File: config.mk
export PLATFORM = sky130hd
export DESIGN_NAME = irq_conditioner
export DESIGN_NICKNAME = d
export VERILOG_FILES = /design/src/rtl/soc_irq_pkg.sv /design/src/rtl/irq_cond_line.sv /design/src/rtl/irq_conditioner.sv
export SDC_FILE = /design/constraint.sdc
export NUM_CORES = 1
export LEC_CHECK = 0
export CORE_MARGIN = 2
export CORE_UTILIZATION = 32
export DETAILED_ROUTE_END_ITERATION = 10
export PLACE_DENSITY = 0.54
export SETUP_SLACK_MARGIN = 0.02
export SLEW_MARGIN = 5
export SYNTH_ARGS = -nofsm -noshare
export SYNTH_HDL_FRONTEND = slang
export SYNTH_HIERARCHICAL = 1
export SYNTH_SLANG_ARGS = --single-unit
File: constraint.sdc
create_clock -name aclk -period 1.96 [get_ports aclk]
set_input_delay 0.196 -clock aclk [delete_from_list [all_inputs] [get_ports aclk]]
set_output_delay 0.196 -clock aclk [all_outputs]
set_load 0.005 [all_outputs]
File: src/rtl/soc_irq_pkg.sv
`default_nettype none
//============================================================================
// Module      : soc_irq_pkg
// Description : Shared types and parameter legality helper for the
//               interrupt conditioner.
// Revision    : 1.0 - initial release
//============================================================================
package soc_irq_pkg;

    // Per-line pulse sequencer states
    typedef enum logic [1:0] {
        IDLE  = 2'd0,
        PULSE = 2'd1,
        GAP   = 2'd2
    } irq_cond_state_e;

    // Both the filter depth and the pulse width must be at least one cycle
    function automatic bit irq_cond_params_ok(input int filter_cycles,
                                              input int pulse_cycles);
        return (filter_cycles >= 1) && (pulse_cycles >= 1);
    endfunction

endpackage
`default_nettype wire

File: src/rtl/irq_cond_line.sv
`default_nettype none
//============================================================================
// Module      : irq_cond_line
// Description : One interrupt line: input sample with polarity fix,
//               glitch filter, fixed-width pulse generator with a one-deep
//               pending slot and a sticky drop flag.
// Revision    : 1.0 - initial release
//============================================================================
module irq_cond_line
    import soc_irq_pkg::*;
#(
    parameter logic ACTIVE_LOW    = 1'b0,
    parameter int   FILTER_CYCLES = 3,
    parameter int   PULSE_CYCLES  = 2
) (
    input  logic aclk,
    input  logic areset,
    input  logic src_i,
    input  logic drop_clr_i,
    output logic irq_o,
    output logic level_o,
    output logic drop_o
);

    localparam int c_CW = $clog2(FILTER_CYCLES) + 1;
    localparam int c_PW = $clog2(PULSE_CYCLES) + 1;
    localparam logic [c_CW-1:0] c_CNT_LAST  = c_CW'(FILTER_CYCLES - 1);
    localparam logic [c_PW-1:0] c_PCNT_LAST = c_PW'(PULSE_CYCLES - 1);

    logic            r_s;
    logic            r_filt;
    logic [c_CW-1:0] r_cnt;
    logic [c_PW-1:0] r_pcnt;
    logic            r_pend;
    logic            r_drop;
    irq_cond_state_e r_state;

    logic w_rise;
    logic w_drop_evt;

    // Filtered level is about to flip from 0 to 1 on this edge
    assign w_rise     = r_s && !r_filt && (r_cnt == c_CNT_LAST);
    // An edge arriving mid-pulse with the pending slot already taken is lost
    assign w_drop_evt = w_rise && r_pend && (r_state == PULSE);

    // Sample the source and accept a level change only after it has held steady
    always_ff @(posedge aclk) begin
        if (areset) begin
            r_s    <= 1'b0;
            r_filt <= 1'b0;
            r_cnt  <= '0;
        end else begin
            r_s <= src_i ^ ACTIVE_LOW;
            if (r_s == r_filt) begin
                r_cnt <= '0;
            end else if (r_cnt == c_CNT_LAST) begin
                r_filt <= r_s;
                r_cnt  <= '0;
            end else begin
                r_cnt <= r_cnt + 1'b1;
            end
        end
    end

    // Pulse sequencer: fixed-width pulse, one mandatory low cycle, one buffered edge
    always_ff @(posedge aclk) begin
        if (areset) begin
            r_state <= IDLE;
            r_pcnt  <= '0;
            r_pend  <= 1'b0;
            r_drop  <= 1'b0;
        end else begin
            r_drop <= (r_drop & ~drop_clr_i) | w_drop_evt;
            case (r_state)
                IDLE: begin
                    if (w_rise) begin
                        r_state <= PULSE;
                        r_pcnt  <= '0;
                    end
                end
                PULSE: begin
                    r_pcnt <= r_pcnt + 1'b1;
                    if (r_pcnt == c_PCNT_LAST) begin
                        r_state <= GAP;
                    end
                    if (w_rise && !r_pend) begin
                        r_pend <= 1'b1;
                    end
                end
                GAP: begin
                    if (r_pend || w_rise) begin
                        r_state <= PULSE;
                        r_pcnt  <= '0;
                        // A buffered edge is consumed here; a coincident new
                        // edge takes its place, otherwise the slot empties
                        r_pend  <= r_pend && w_rise;
                    end else begin
                        r_state <= IDLE;
                    end
                end
                default: begin
                    r_state <= IDLE;
                end
            endcase
        end
    end

    assign irq_o   = (r_state == PULSE);
    assign level_o = r_filt;
    assign drop_o  = r_drop;

endmodule
`default_nettype wire

File: src/rtl/irq_conditioner.sv
`default_nettype none
//============================================================================
// Module      : irq_conditioner
// Description : Conditions N_IRQ raw interrupt sources into clean,
//               spaced, fixed-width rising-edge pulses for the interrupt
//               controller.
// Revision    : 1.0 - initial release
//============================================================================
module irq_conditioner
    import soc_irq_pkg::*;
#(
    parameter int               N_IRQ         = 8,
    parameter logic [N_IRQ-1:0] ACTIVE_LOW    = '0,
    parameter int               FILTER_CYCLES = 3,
    parameter int               PULSE_CYCLES  = 2
) (
    input  logic             aclk,
    input  logic             areset,
    input  logic [N_IRQ-1:0] src_i,
    input  logic [N_IRQ-1:0] drop_clr_i,
    output logic [N_IRQ-1:0] irq_o,
    output logic [N_IRQ-1:0] level_o,
    output logic [N_IRQ-1:0] drop_o
);

    // Refuse to elaborate with a zero-length filter or pulse
    if (!irq_cond_params_ok(FILTER_CYCLES, PULSE_CYCLES)) begin : g_param_err
        $error("irq_conditioner: FILTER_CYCLES and PULSE_CYCLES must both be >= 1");
    end

    // One independent conditioner per interrupt line
    for (genvar gi = 0; gi < N_IRQ; gi++) begin : g_line
        irq_cond_line #(
            .ACTIVE_LOW    (ACTIVE_LOW[gi]),
            .FILTER_CYCLES (FILTER_CYCLES),
            .PULSE_CYCLES  (PULSE_CYCLES)
        ) u_line (
            .aclk       (aclk),
            .areset     (areset),
            .src_i      (src_i[gi]),
            .drop_clr_i (drop_clr_i[gi]),
            .irq_o      (irq_o[gi]),
            .level_o    (level_o[gi]),
            .drop_o     (drop_o[gi])
        );
    end

endmodule
`default_nettype wire

### Yosys cells after proc, flatten, opt, wreduce, memory -nomap -nowiden

Cells that the tools add are included.

| word-level totals | value |
|---|---|
| register bits | 88 |
| input bits | 18 |
| word-level logic and storage cells | 384 |
| output and inout bits | 24 |

| operators by class | value |
|---|---|
| mux-type cells | 80 |
| add/sub/neg operators | 16 |
| reduce and logical (&&, ||, !) cells | 128 |
| equality and inequality tests | 72 |
| bitwise logic cells | 32 |

Operators with widths:

| kind | count |
|---|---|
| 2-bit one-hot mux with 3 select lines | 16 |
| 2-bit 2-to-1 mux | 32 |
| 3-bit AND reduction | 16 |
| 1-bit logical AND | 40 |
| 2-bit by 1-bit == test with 1-bit output (second input constant) | 16 |
| 2-bit by 1-bit != test with 1-bit output (second input constant) | 16 |
| 2-bit != test (second input constant) | 16 |
| 2-bit AND reduction | 16 |
| 3-bit by 1-bit adder with 3-bit output (second input constant) | 8 |
| 3-bit by 2-bit == test with 1-bit output (second input constant) | 8 |
| 1-bit 2-to-1 mux | 24 |
| 3-bit nonzero test | 8 |
| 3-bit OR reduction | 8 |
| 2-bit by 1-bit adder with 2-bit output (second input constant) | 8 |
| 2-bit == test (second input constant) | 8 |
| 1-bit zero test | 16 |
| 2-bit zero test | 8 |
| 1-bit NOT | 16 |
| 1-bit one-hot mux with 2 select lines | 8 |
| 2-bit nonzero test | 8 |
| 1-bit AND | 8 |
| 1-bit == test | 8 |
| 1-bit logical OR | 8 |
| 1-bit OR | 8 |

### Depth between registers and ports, before layout

Gate-level depths: netlist of the first run.

| depth | value |
|---|---|
| word-level depth | 6 |
| gate-level depth with buffers | 5 |
| gate-level depth less buffers | 5 |

### Modules after synthesis

The synthesis of the first run kept the hierarchy.

Modules (own cells, without submodules):

| module | area an instance (µm²) | cells an instance | instances |
|---|---|---|---|
| irq_cond_line (g_line[4].u_line ...) | 501.7 | 56 | 4 |
| irq_cond_line (g_line[0].u_line ...) | 499.2 | 55 | 4 |

### Worst setup path before layout of the first run

Ideal clock, no wire load.

| path | value |
|---|---|
| kind | register to register |
| start point | reg g_line[4].u_line.r_cnt[0] |
| end point | reg g_line[4].u_line.r_pcnt[1] |
| stages on the path, launching flop included | 6 |
| required time | 1893 ps |
| buffers on the path | 0 |
| setup time | 67 ps |
| path slack | 507 ps |
| data arrival time | 1386 ps |
| cell sequence | dfxtp_1 -> inv_1 -> ha_1 -> and3b_4 -> or4b_4 -> a21oi_2 |

| between the ends | value |
|---|---|
| word-level cells in the longest chain between the ends | 5 |

Ends and longest elaborated chain:

| item | line | text |
|---|---|---|
| start, declared | irq_cond_line.sv:32 | `logic [c_CW-1:0] r_cnt;` |
| start signal, assigned | irq_cond_line.sv:60 | `r_cnt <= r_cnt + 1'b1;` |
| 3-bit by 2-bit == test with 1-bit output * | irq_cond_line.sv:42 | `assign w_rise = r_s && !r_filt && (r_cnt == c_CNT_LAST);` |
| 1-bit logical AND * | irq_cond_line.sv:42 |  |
| 1-bit logical OR | irq_cond_line.sv:91 | `if (r_pend \|\| w_rise) begin` |
| 2-bit by 1-bit != test with 1-bit output (no line) | n/a |  |
| 3-bit AND reduction (no line) * | n/a |  |
| end signal, assigned | irq_cond_line.sv:82 | `r_pcnt <= r_pcnt + 1'b1;` |
| end, declared | irq_cond_line.sv:33 | `logic [c_PW-1:0] r_pcnt;` |

Mark *: on every way between the ends. The rest lies on a longest branch, timed or not.
A chain may end at the register's enable or synchronous reset.

### Final worst setup path of the first run

| path | value |
|---|---|
| start point | reg g_line[7].u_line.r_state[0] |
| end point | out irq_o[7] |

| between the ends | value |
|---|---|
| word-level cells in the longest chain between the ends | 1 |

Ends and longest elaborated chain:

| item | line | text |
|---|---|---|
| start, declared | irq_cond_line.sv:36 | `irq_cond_state_e r_state;` |
| start signal, assigned | irq_cond_line.sv:68 | `r_state <= IDLE;` |
| start signal, assigned | irq_cond_line.sv:77 | `r_state <= PULSE;` |
| start signal, assigned | irq_cond_line.sv:84 | `r_state <= GAP;` |
| 2-bit by 1-bit == test with 1-bit output | irq_cond_line.sv:108 | `assign irq_o = (r_state == PULSE);` |
| end, declared | irq_conditioner.sv:21 | `output logic [N_IRQ-1:0] irq_o,` |

Every way passes these cells.

==> flow_summary.toml, run 1 <==
[critical_path]
r2r_cells = 5
reg2reg_to = "g_line[4].u_line/r_pcnt[1]$_SDFFE_PP0P_"
crit_end = "irq_o[7]"
crit_chain = "nor2b_1, clkdlybuf4s50_1"
cp_data_required_time_ns = 1.76
cpMaxStageDelayCell = "clkdlybuf4s50_1"
crit_arrival_ns = 1.66
start_kind = "flip-flop"
crit_path_end_kind = "output port"
crit_fanout = 8
cp_num_cells = 2
cp_num_buf_inv = 1
r2r_slack_ns = 0.42
critical_path_class = "reg -> out"
critical_path.startpoint = "g_line[7].u_line/r_state[0]$_SDFFE_PP0P_"
crit_family = "buffers and inverters"
r2r-start = "g_line[4].u_line/r_cnt[0]$_SDFF_PP0_"
slowest_delay_ns = 0.56

[sta]
fmax_mhz = 538
final-hold-violation-count = 0
setup_tns_ns = 0
max_slew_margin_pct = 77.6
worst_pin_slew_ns = 0.335
hold_slack_ns = 0.0792
fin_skew_ns = 0.00703
grt_setup_unrepaired = "no"
setup_viol = 0
drv_slew = 0
period_share_pct = 94.8
fin_crit_ns = 1.86

[logic_synthesis]
synth_edf_count = 0
synth_area_leaders = "dfxtp_1 (44%), ha_1 (10%), inv_1 (5.6%)"
netlist_instances = 444
yosys.area.top_type_share_pct = 44.0
synth_commonest_cells = "dfxtp_1 (88), inv_1 (60), nor2_1 (60)"
synth_seq_cells = 88
synthArstFlopShare_pct = 0
syn_nets = 494
seq_area_frac_synth_pct = 44.0
syn_area_um2 = 4000
avgSynthCellArea_um2 = 9.02
ys_warn_count = 6
synth_flop_cell = "dfxtp_1"
yosysTopAreaCell = "dfxtp_1"
ys_types = 21
synth.most_common_cell = "dfxtp_1"

[placement]
dpl.hpwl_um = 4750
globalplace.congestion = 0.728
dpl-instance-area_um2 = 4620
io_buffer_count = 41

[global_route]
grt_antenna_before_repair = 0
grt-ovfl-total = 0
gr-usage-all-layers_pct = 11.4
grt_max_degree = 41
grt_pass1_wl_um = 12100
grt_pass1_vias = 2813

[routing]
drt_iter0_drc = 101
wl_per_cell_um = 10.1
via_per_inst = 4.46
wl_um = 6720
dr.pass1.iters = 4
drc = 0
ant_nets = 0
vias = 2963

[floorplan]
die_x_um = 116
die_area_um2 = 13400
dieHeight_um = 116
num_io_pins = 42
start_util_pct = 33.1
rows = 40
coreArea_um2 = 12100

[min_path]
hp-class = "in -> reg"
whs_path_depth = 2

[power_and_ir_drop]
pwr-share-comb_pct = 3.4
clock_power_share_pct = 49.1
seq_power_share_pct = 47.5
switching_share_pct = 20.3
switchingPower_mw = 0.776
ir_drop_v = 0.000335
internal_power_mw = 3.06
p_total_mw = 3.83
p_leak_nw = 1.85
powerDensity_nw_per_um2 = 771

[clocking]
cts_buffer_depth = 2
cts_buffers = 9
post_cts_buffers = 0
tritoncts = "yes"
clkTransAtPathRegs_ns = 0.06
cts_root_buf = "clkbuf_16"
htree_levels = 3
insertion_delay_ns = 0.34
clock-sinks = 88

[job]
maxCapViolations = 0

[finish]
finalNetCount = 541
final_area_um2 = 4970
drive_above_1_share_pct = 9.88
diodes = 0
area_growth_pct = 24.1

[run_status]
status = "completed"
[layout by cell type, fill, tap and decap left out, types with 2 or more instances in the layout]
cell / count
dfxtp_1: 88
clkbuf_16: 9
and3b_4: 8
a21oi_2: 8
o21ai_0: 16
nor2_1: 60
bufinv_16: 2
clkinv_2: 2
mux2i_1: 12
clkbuf_8: 2
nor4_1: 8
nor3_1: 16
nor3b_1: 20
inv_1: 60
or4b_4: 8
a32oi_1: 8
nor2b_1: 11
nand2b_1: 8
nand2_1: 32
clkdlybuf4s50_1: 40
nor2b_2: 5
o211ai_1: 8
o221a_1: 8
and3_1: 8
a21oi_1: 12
buf_4: 2
ha_1: 32
[power groups by stage]
stage	Clock [mW]	Combinational, mW	Sequential [mW]
5_1_grt	2.03	0.149	1.82
6_report	1.88	0.130	1.82
3_3_place_gp	0	0.130	1.86
4_1_cts	1.96	0.133	1.82
2_1_floorplan	0	0.0749	1.86
3_5_place_dp	0	0.133	1.86
[sequential cells by signal (all words and copies together), names as in the netlist]
register,flops
g_line.u_line/r_state,16
g_line.u_line/r_pcnt,16
g_line.u_line/r_pend,8
g_line.u_line/r_cnt,24
g_line.u_line/r_s,8
g_line.u_line/level_o,8
g_line.u_line/drop_o,8
[per-layer routing]
layer / share of wire, % / GRT usage [%] / vias up
met2: 44 / 18.0 / 33
met5: 0 / 0 / -
li1: - / - / 1600
met4: 2.2 / 5.95 / 0
met3: 3.2 / 3.77 / 9
met1: 50 / 13.8 / 1321
[cells by family (layout without fill, tap and decap cells)]
group,count (synthesis),in the layout,share of synthesized area (%)
AND/OR/NAND/NOR,184,184,25.9
flip-flops,88,88,44.0
buffers and inverters,68,120,6.38
AO/OA/AOI/OAI,60,60,10.8
adder cells (fa/ha/maj),32,32,10.0
multiplexers,12,12,3.00
[metrics by stage]
stage / utilization (%) / worst slack, ns / std cells
2_1_floorplan: - / 0.507 / 444
3_3_place_gp: 38.2 / 0.463 / 648
3_5_place_dp: 38.2 / 0.434 / 648
4_1_cts: 40.9 / 0.0767 / 664
5_1_grt: 41.0 / 0.0294 / 664
6_report: 41.0 / 0.101 / 664
[worst min path at each step]
stage | start | end | slack, ns
global route | areset | g_line[6].u_line/r_pcnt[1]$_SDFFE_PP0P_ | 0.08
finish | areset | g_line[6].u_line/r_pcnt[1]$_SDFFE_PP0P_ | 0.08
CTS | areset | g_line[6].u_line/r_pcnt[1]$_SDFFE_PP0P_ | 0.07
detailed placement | g_line[5].u_line/r_cnt[0]$_SDFF_PP0_ | g_line[5].u_line/r_cnt[0]$_SDFF_PP0_ | 0.44
floorplan | src_i[0] | g_line[0].u_line/r_s$_SDFF_PP0_ | 0.32
global placement | g_line[6].u_line/r_cnt[0]$_SDFF_PP0_ | g_line[6].u_line/r_cnt[0]$_SDFF_PP0_ | 0.43
[repair_timing]
item	in CTS	in global routing
hold buffers	0	0
resized for setup	0	5
hold endpoints to repair	0	0
setup endpoints to repair	0	5
[layout make-up]
| type | count | area (um2) |
|---|---|---|
| Clock buffer | 11 | 253 |
| Clock inverter | 5 | 78.8 |
| Fill cell | 1239 | 7140 |
| Inverter | 60 | 225 |
| Multi-Input combinational cell | 288 | 2000 |
| Sequential cell | 88 | 1760 |
| Tap cell | 168 | 210 |
| Timing Repair Buffer | 44 | 440 |
Note: power is estimated with default switching activity, not from simulation.
==> run 2, diff against run 1 <==
==> constraint.sdc (replaced) <==
create_clock -name aclk -period 1.8 [get_ports aclk]
set_input_delay 0.18 -clock aclk [delete_from_list [all_inputs] [get_ports aclk]]
set_output_delay 0.18 -clock aclk [all_outputs]
set_load 0.005 [all_outputs]
==> run 2 against run 1 <==
  * Wire length rose by 4.1%
  * Flip-flop and latch count did not move
  * First-iteration DRC count rose by 14%
  * Critical path type unchanged
  * Critical endpoint is now irq_o[6]
  * Design area rose by 0.50%
==> flow_summary.toml, run 2 (same netlist as run 1, synthesis figures left out) <==
[run_status]
status = "completed"

[sta]
setup_viol = 0
final-hold-violation-count = 0
fin_skew_ns = 0.00471
worst_pin_slew_ns = 0.366
max_slew_margin_pct = 75.6
drv_slew = 0
layout_setup_ws_ns = 0.119
grt_setup_unrepaired = "no"
period_share_pct = 93.4
fin_crit_ns = 1.68
setup_tns_ns = 0
fmax_mhz = 595

[critical_path]
start_kind = "flip-flop"
cp_num_cells = 2
crit_chain = "nor2b_1, clkdlybuf4s50_1"
crit_end = "irq_o[6]"
slowest_delay_ns = 0.51
critical_path_class = "reg -> out"
r2r-start = "g_line[5].u_line/r_cnt[0]$_SDFF_PP0_"
critical_path.startpoint = "g_line[6].u_line/r_state[0]$_SDFFE_PP0P_"
crit_arrival_ns = 1.50
r2r_cells = 5
r2r_slack_ns = 0.27
cpMaxStageDelayCell = "clkdlybuf4s50_1"
crit_family = "buffers and inverters"
cp_data_required_time_ns = 1.62
cp_num_buf_inv = 1
crit_fanout = 8
crit_path_end_kind = "output port"
reg2reg_to = "g_line[5].u_line/r_pcnt[1]$_SDFFE_PP0P_"

[clocking]
cts_buffer_depth = 2
cts_root_buf = "clkbuf_16"
post_cts_buffers = 0
clkTransAtPathRegs_ns = 0.06
htree_levels = 3
hold_buffers = 0
insertion_delay_ns = 0.34
clock-sinks = 88
tritoncts = "yes"
cts_buffers = 9

[power_and_ir_drop]
p_leak_nw = 1.87
internal_power_mw = 3.19
seq_power_share_pct = 49.5
clock_power_share_pct = 46.8
powerDensity_nw_per_um2 = 803
switching_share_pct = 20.4
switchingPower_mw = 0.818
ir_drop_v = 0.000418
pwr-share-comb_pct = 3.7

[global_route]
grt_pass1_vias = 3014
grt_antenna_before_repair = 0
grt-ovfl-total = 0
grt_max_degree = 24
grt_pass1_wl_um = 12800
gr-usage-all-layers_pct = 11.9

[floorplan]
start_util_pct = 33.1
die_area_um2 = 13400
die_x_um = 116
num_io_pins = 42
coreArea_um2 = 12100
rows = 40
dieHeight_um = 116

[finish]
drive_above_1_share_pct = 11.6
nFillCells = 1233
layout_commonest_cell = "dfxtp_1"
layout_common_cells = "dfxtp_1 (81), inv_1 (60), nor2_1 (60), clkdlybuf4s50_1 (40)"
largest-register = "g_line.u_line/r_cnt"
diodes = 0
finalNetCount = 545
final_util_pct = 41.2
reg_top3 = "g_line.u_line/r_cnt (24), g_line.u_line/r_pcnt (16), g_line.u_line/r_state (16)"
final_area_um2 = 4990
area_growth_pct = 24.7
largest_register_ffs = 24

[routing]
drc = 0
drt_iter0_drc = 115
wl_um = 7000
via_per_inst = 4.60
ant_nets = 0
vias = 3076
dr.pass1.iters = 4
wl_per_cell_um = 10.5

[placement]
globalplace.congestion = 0.802
dpl.hpwl_um = 5120
dpl-instance-area_um2 = 4670
pre_cts_ws_ns = 0.276
io_buffer_count = 41

[min_path]
hp-class = "in -> reg"

[job]
maxCapViolations = 0
-- run 2: changes by cell type in the layout (fill, tap and decap cells not counted), moves of 2 or more --
cell,change
dfxtp_1,-7
clkbuf_1,+2
dfxtp_2,+7
buf_4,+3
-- run 2: stage by stage --
step	cells	hold WS, ns	power, mW
after floorplan	444	0.308	2.11
after global placement	652	0.429	2.18
after detailed placement	652	0.441	2.18
after CTS	668	0.224	4.09
after global routing	668	0.242	4.20
final	668	0.234	4.01
-- run 2: final cells by class --
type	instances	area [um2]	area share, %
inverter	60	225	4.51
multi-input combinational	288	2000	40.1
timing repair buffer	48	483	9.67
clock buffer	13	260	5.21
clock inverter	3	40.0	0.802
sequential	88	1770	35.5
tap	168	210	4.21
-- run 2: worst min path at each step --
stage	start	to	slack (ns)	cells after the start
final	areset	g_line[3].u_line/drop_o$_SDFF_PP0_	0.23	2
after CTS	areset	g_line[3].u_line/drop_o$_SDFF_PP0_	0.22	2
after global routing	areset	g_line[3].u_line/drop_o$_SDFF_PP0_	0.24	2
after detailed placement	g_line[1].u_line/r_cnt[0]$_SDFF_PP0_	g_line[1].u_line/r_cnt[0]$_SDFF_PP0_	0.44	1
after floorplan	src_i[0]	g_line[0].u_line/r_s$_SDFF_PP0_	0.31	1
after global placement	g_line[1].u_line/r_cnt[0]$_SDFF_PP0_	g_line[1].u_line/r_cnt[0]$_SDFF_PP0_	0.43	1
-- run 2: routing by layer --
metal,GRT usage [%],part of all wire (%),routed length (um)
met1,13.9,47,3320
met2,19.8,47,3300
met3,2.67,2.7,191
met4,7.46,2.7,189
met5,0,0,0
-- run 2: timing repair --
action	4_1_cts	5_1_grt
setup endpoints to repair	5	7
cloned	0	0
gates resized for setup	6	7
-- run 2: power groups by stage --
| stage | clock network [mW] | registers [mW] | logic [mW] |
|---|---|---|---|
| global placement | 0 | 2.03 | 0.150 |
| global route | 2.04 | 1.99 | 0.170 |
| detailed placement | 0 | 2.03 | 0.151 |
| finish | 1.88 | 1.98 | 0.149 |
| CTS | 1.96 | 1.98 | 0.152 |
| floorplan | 0 | 2.02 | 0.0816 |
-- run 2: worst reg2reg max path: stages, from the launching register on --
cell and delay (ns):
dfxtp_1 0.35, inv_1 0.05, ha_1 0.23, and3b_4 0.22
or4b_4 0.48, a21oi_2 0.13
==> run 3, diff against run 2 <==
--- a/config.mk
+++ b/config.mk
@@ -6,9 +6,9 @@
 export NUM_CORES = 1
 export LEC_CHECK = 0
 export CORE_MARGIN = 2
-export CORE_UTILIZATION = 32
+export CORE_UTILIZATION = 56
 export DETAILED_ROUTE_END_ITERATION = 10
-export PLACE_DENSITY = 0.54
+export PLACE_DENSITY = 0.83
 export SETUP_SLACK_MARGIN = 0.02
 export SLEW_MARGIN = 5
 export SYNTH_ARGS = -nofsm -noshare
==> run 3 against run 2 <==
  * Register-to-register slack hardly changed
  * Combinational power is 4% lower
  * Utilization is 28 points higher
  * Hold slack worse by 0.048 ns
  * Wire length is 5.7% lower
  * Setup slack worse by 0.014 ns
  * Via count is 2.0% lower
  * Critical path depth stayed put
  * Critical path type unchanged
  * Die area is 42% lower
  * Flip-flop and latch count stayed put
  * Maximum frequency is 0.82% lower
  * Sequential power hardly changed
==> flow_summary.toml, run 3 (same netlist as run 1, synthesis figures left out) <==
[run_status]
status = "completed"

[finish]
fin_cells = 593
area_growth_pct = 19.2
largest-register = "g_line.u_line/r_cnt"
multiInputGateArea_um2 = 2010
layout_common_cells = "dfxtp_1 (80), inv_1 (60), nor2_1 (60), clkdlybuf4s50_1 (40)"
ff_latch_area_um2 = 1770
finalNetCount = 542
drive_above_1_share_pct = 11.5
nFillCells = 543
largest_register_ffs = 24
final_area_um2 = 4770
diodes = 0
reg_top3 = "g_line.u_line/r_cnt (24), g_line.u_line/r_pcnt (16), g_line.u_line/r_state (16)"
layout_commonest_cell = "dfxtp_1"

[routing]
wl_per_cell_um = 11.1
drt_iter0_drc = 116
vias = 3015
via_per_inst = 5.08
drc = 0
wl_um = 6600
ant_nets = 0
dr.pass1.iters = 6

[sta]
drv_slew = 0
setup_tns_ns = 0
fin_skew_ns = 0.0127
worst_pin_slew_ns = 0.329
fin_crit_ns = 1.70
grt_setup_unrepaired = "yes"
final-hold-violation-count = 0
fmax_mhz = 590
max_slew_margin_pct = 78.0
setup_viol = 0
hold_slack_ns = 0.186
period_share_pct = 94.2

[floorplan]
start_util_pct = 58.3
die_x_um = 88.6
rows = 30
die_area_um2 = 7840
dieHeight_um = 88.6
num_io_pins = 42
coreArea_um2 = 6870

[critical_path]
critical_path.startpoint = "g_line[1].u_line/r_state[0]$_SDFFE_PP0P_"
crit_arrival_ns = 1.52
slowest_delay_ns = 0.54
cpMaxStageDelayCell = "clkdlybuf4s50_1"
crit_end = "irq_o[1]"
cp_num_cells = 2
crit_family = "buffers and inverters"
crit_path_end_kind = "output port"
critical_path_class = "reg -> out"
r2r-start = "g_line[5].u_line/r_cnt[0]$_SDFF_PP0_"
cp_data_required_time_ns = 1.62
crit_fanout = 8
cp_num_buf_inv = 1
crit_chain = "nor2b_2, clkdlybuf4s50_1"
start_kind = "flip-flop"
r2r_slack_ns = 0.26
reg2reg_to = "g_line[5].u_line/r_pcnt[1]$_SDFFE_PP0P_"
r2r_cells = 5

[global_route]
grt_pass1_vias = 2745
gr-usage-all-layers_pct = 17.8
grt-ovfl-total = 0
grt_pass1_wl_um = 11200
grt_antenna_before_repair = 0
grt_max_degree = 41

[clocking]
tritoncts = "yes"
post_cts_buffers = 0
insertion_delay_ns = 0.34
cts_buffers = 9
htree_levels = 3
cts_root_buf = "clkbuf_8"
cts_buffer_depth = 2
clock-sinks = 88
clkTransAtPathRegs_ns = 0.08

[power_and_ir_drop]
internal_power_mw = 2.75
switching_share_pct = 20.7
ir_drop_v = 0.000460
seq_power_share_pct = 57.0
powerDensity_nw_per_um2 = 728
pwr-share-comb_pct = 4.1
p_leak_nw = 1.80
switchingPower_mw = 0.719
clock_power_share_pct = 38.8

[placement]
dpl-instance-area_um2 = 4540
io_buffer_count = 41
globalplace.congestion = 0.802
dpl.hpwl_um = 4850
placed_cells = 577

[min_path]
hp-class = "in -> reg"

[job]
maxCapViolations = 0
run 3: what timing repair did:
| item | 4_1_cts | 5_1_grt |
|---|---|---|
| gates resized for setup | 8 | 7 |
| endpoints found under the setup margin | 6 | 6 |
| endpoints found under the hold margin | 0 | 0 |
| hold buffers | 0 | 0 |
run 3: power by group through the flow:
stage               Combinational [mW]  Clock [mW]  Sequential (mW)
finish                           0.143        1.35             1.98
floorplan                       0.0816           0             2.02
detailed placement               0.144           0             2.03
global placement                 0.139           0             2.03
CTS                              0.145        1.39             1.98
global route                     0.161        1.48             1.98
run 3: area by class of cell:
class,instances,area share (%)
multi-input cells,288,42.1
flip-flops and latches,88,37.1
repair buffers,45,9.39
inverters,60,4.72
clock buffers,13,3.33
well taps,96,2.52
clock inverters,3,0.839
run 3: per-stage QoR:
stage / util (%) / power (mW) / setup WS, ns
6_report: 69.5 / 3.47 / 0.105
5_1_grt: 69.5 / 3.63 / 0.0186
4_1_cts: 69.3 / 3.52 / 0.0253
3_5_place_dp: 66.1 / 2.17 / 0.263
3_3_place_gp: 66.1 / 2.16 / 0.318
2_1_floorplan: - / 2.11 / 0.347
run 3: worst min-delay path by stage:
stage | startpoint | to | cells after the start
after floorplan | src_i[0] | g_line[0].u_line/r_s$_SDFF_PP0_ | 1
after global placement | g_line[4].u_line/r_cnt[0]$_SDFF_PP0_ | g_line[4].u_line/r_cnt[0]$_SDFF_PP0_ | 1
after detailed placement | g_line[1].u_line/r_cnt[0]$_SDFF_PP0_ | g_line[1].u_line/r_cnt[0]$_SDFF_PP0_ | 1
after CTS | areset | g_line[5].u_line/level_o$_SDFFE_PP0P_ | 2
after global routing | areset | g_line[5].u_line/drop_o$_SDFF_PP0_ | 2
final | areset | g_line[5].u_line/level_o$_SDFFE_PP0P_ | 2
run 3: layer usage:
metal | vias up | global-route usage (%) | share of wire (%)
met4 | 0 | 7.58 | 0.70
met5 | - | 0 | 0
met2 | 32 | 30.7 | 48
li1 | 1592 | - | -
met1 | 1387 | 21.7 | 49
met3 | 4 | 3.17 | 2.2
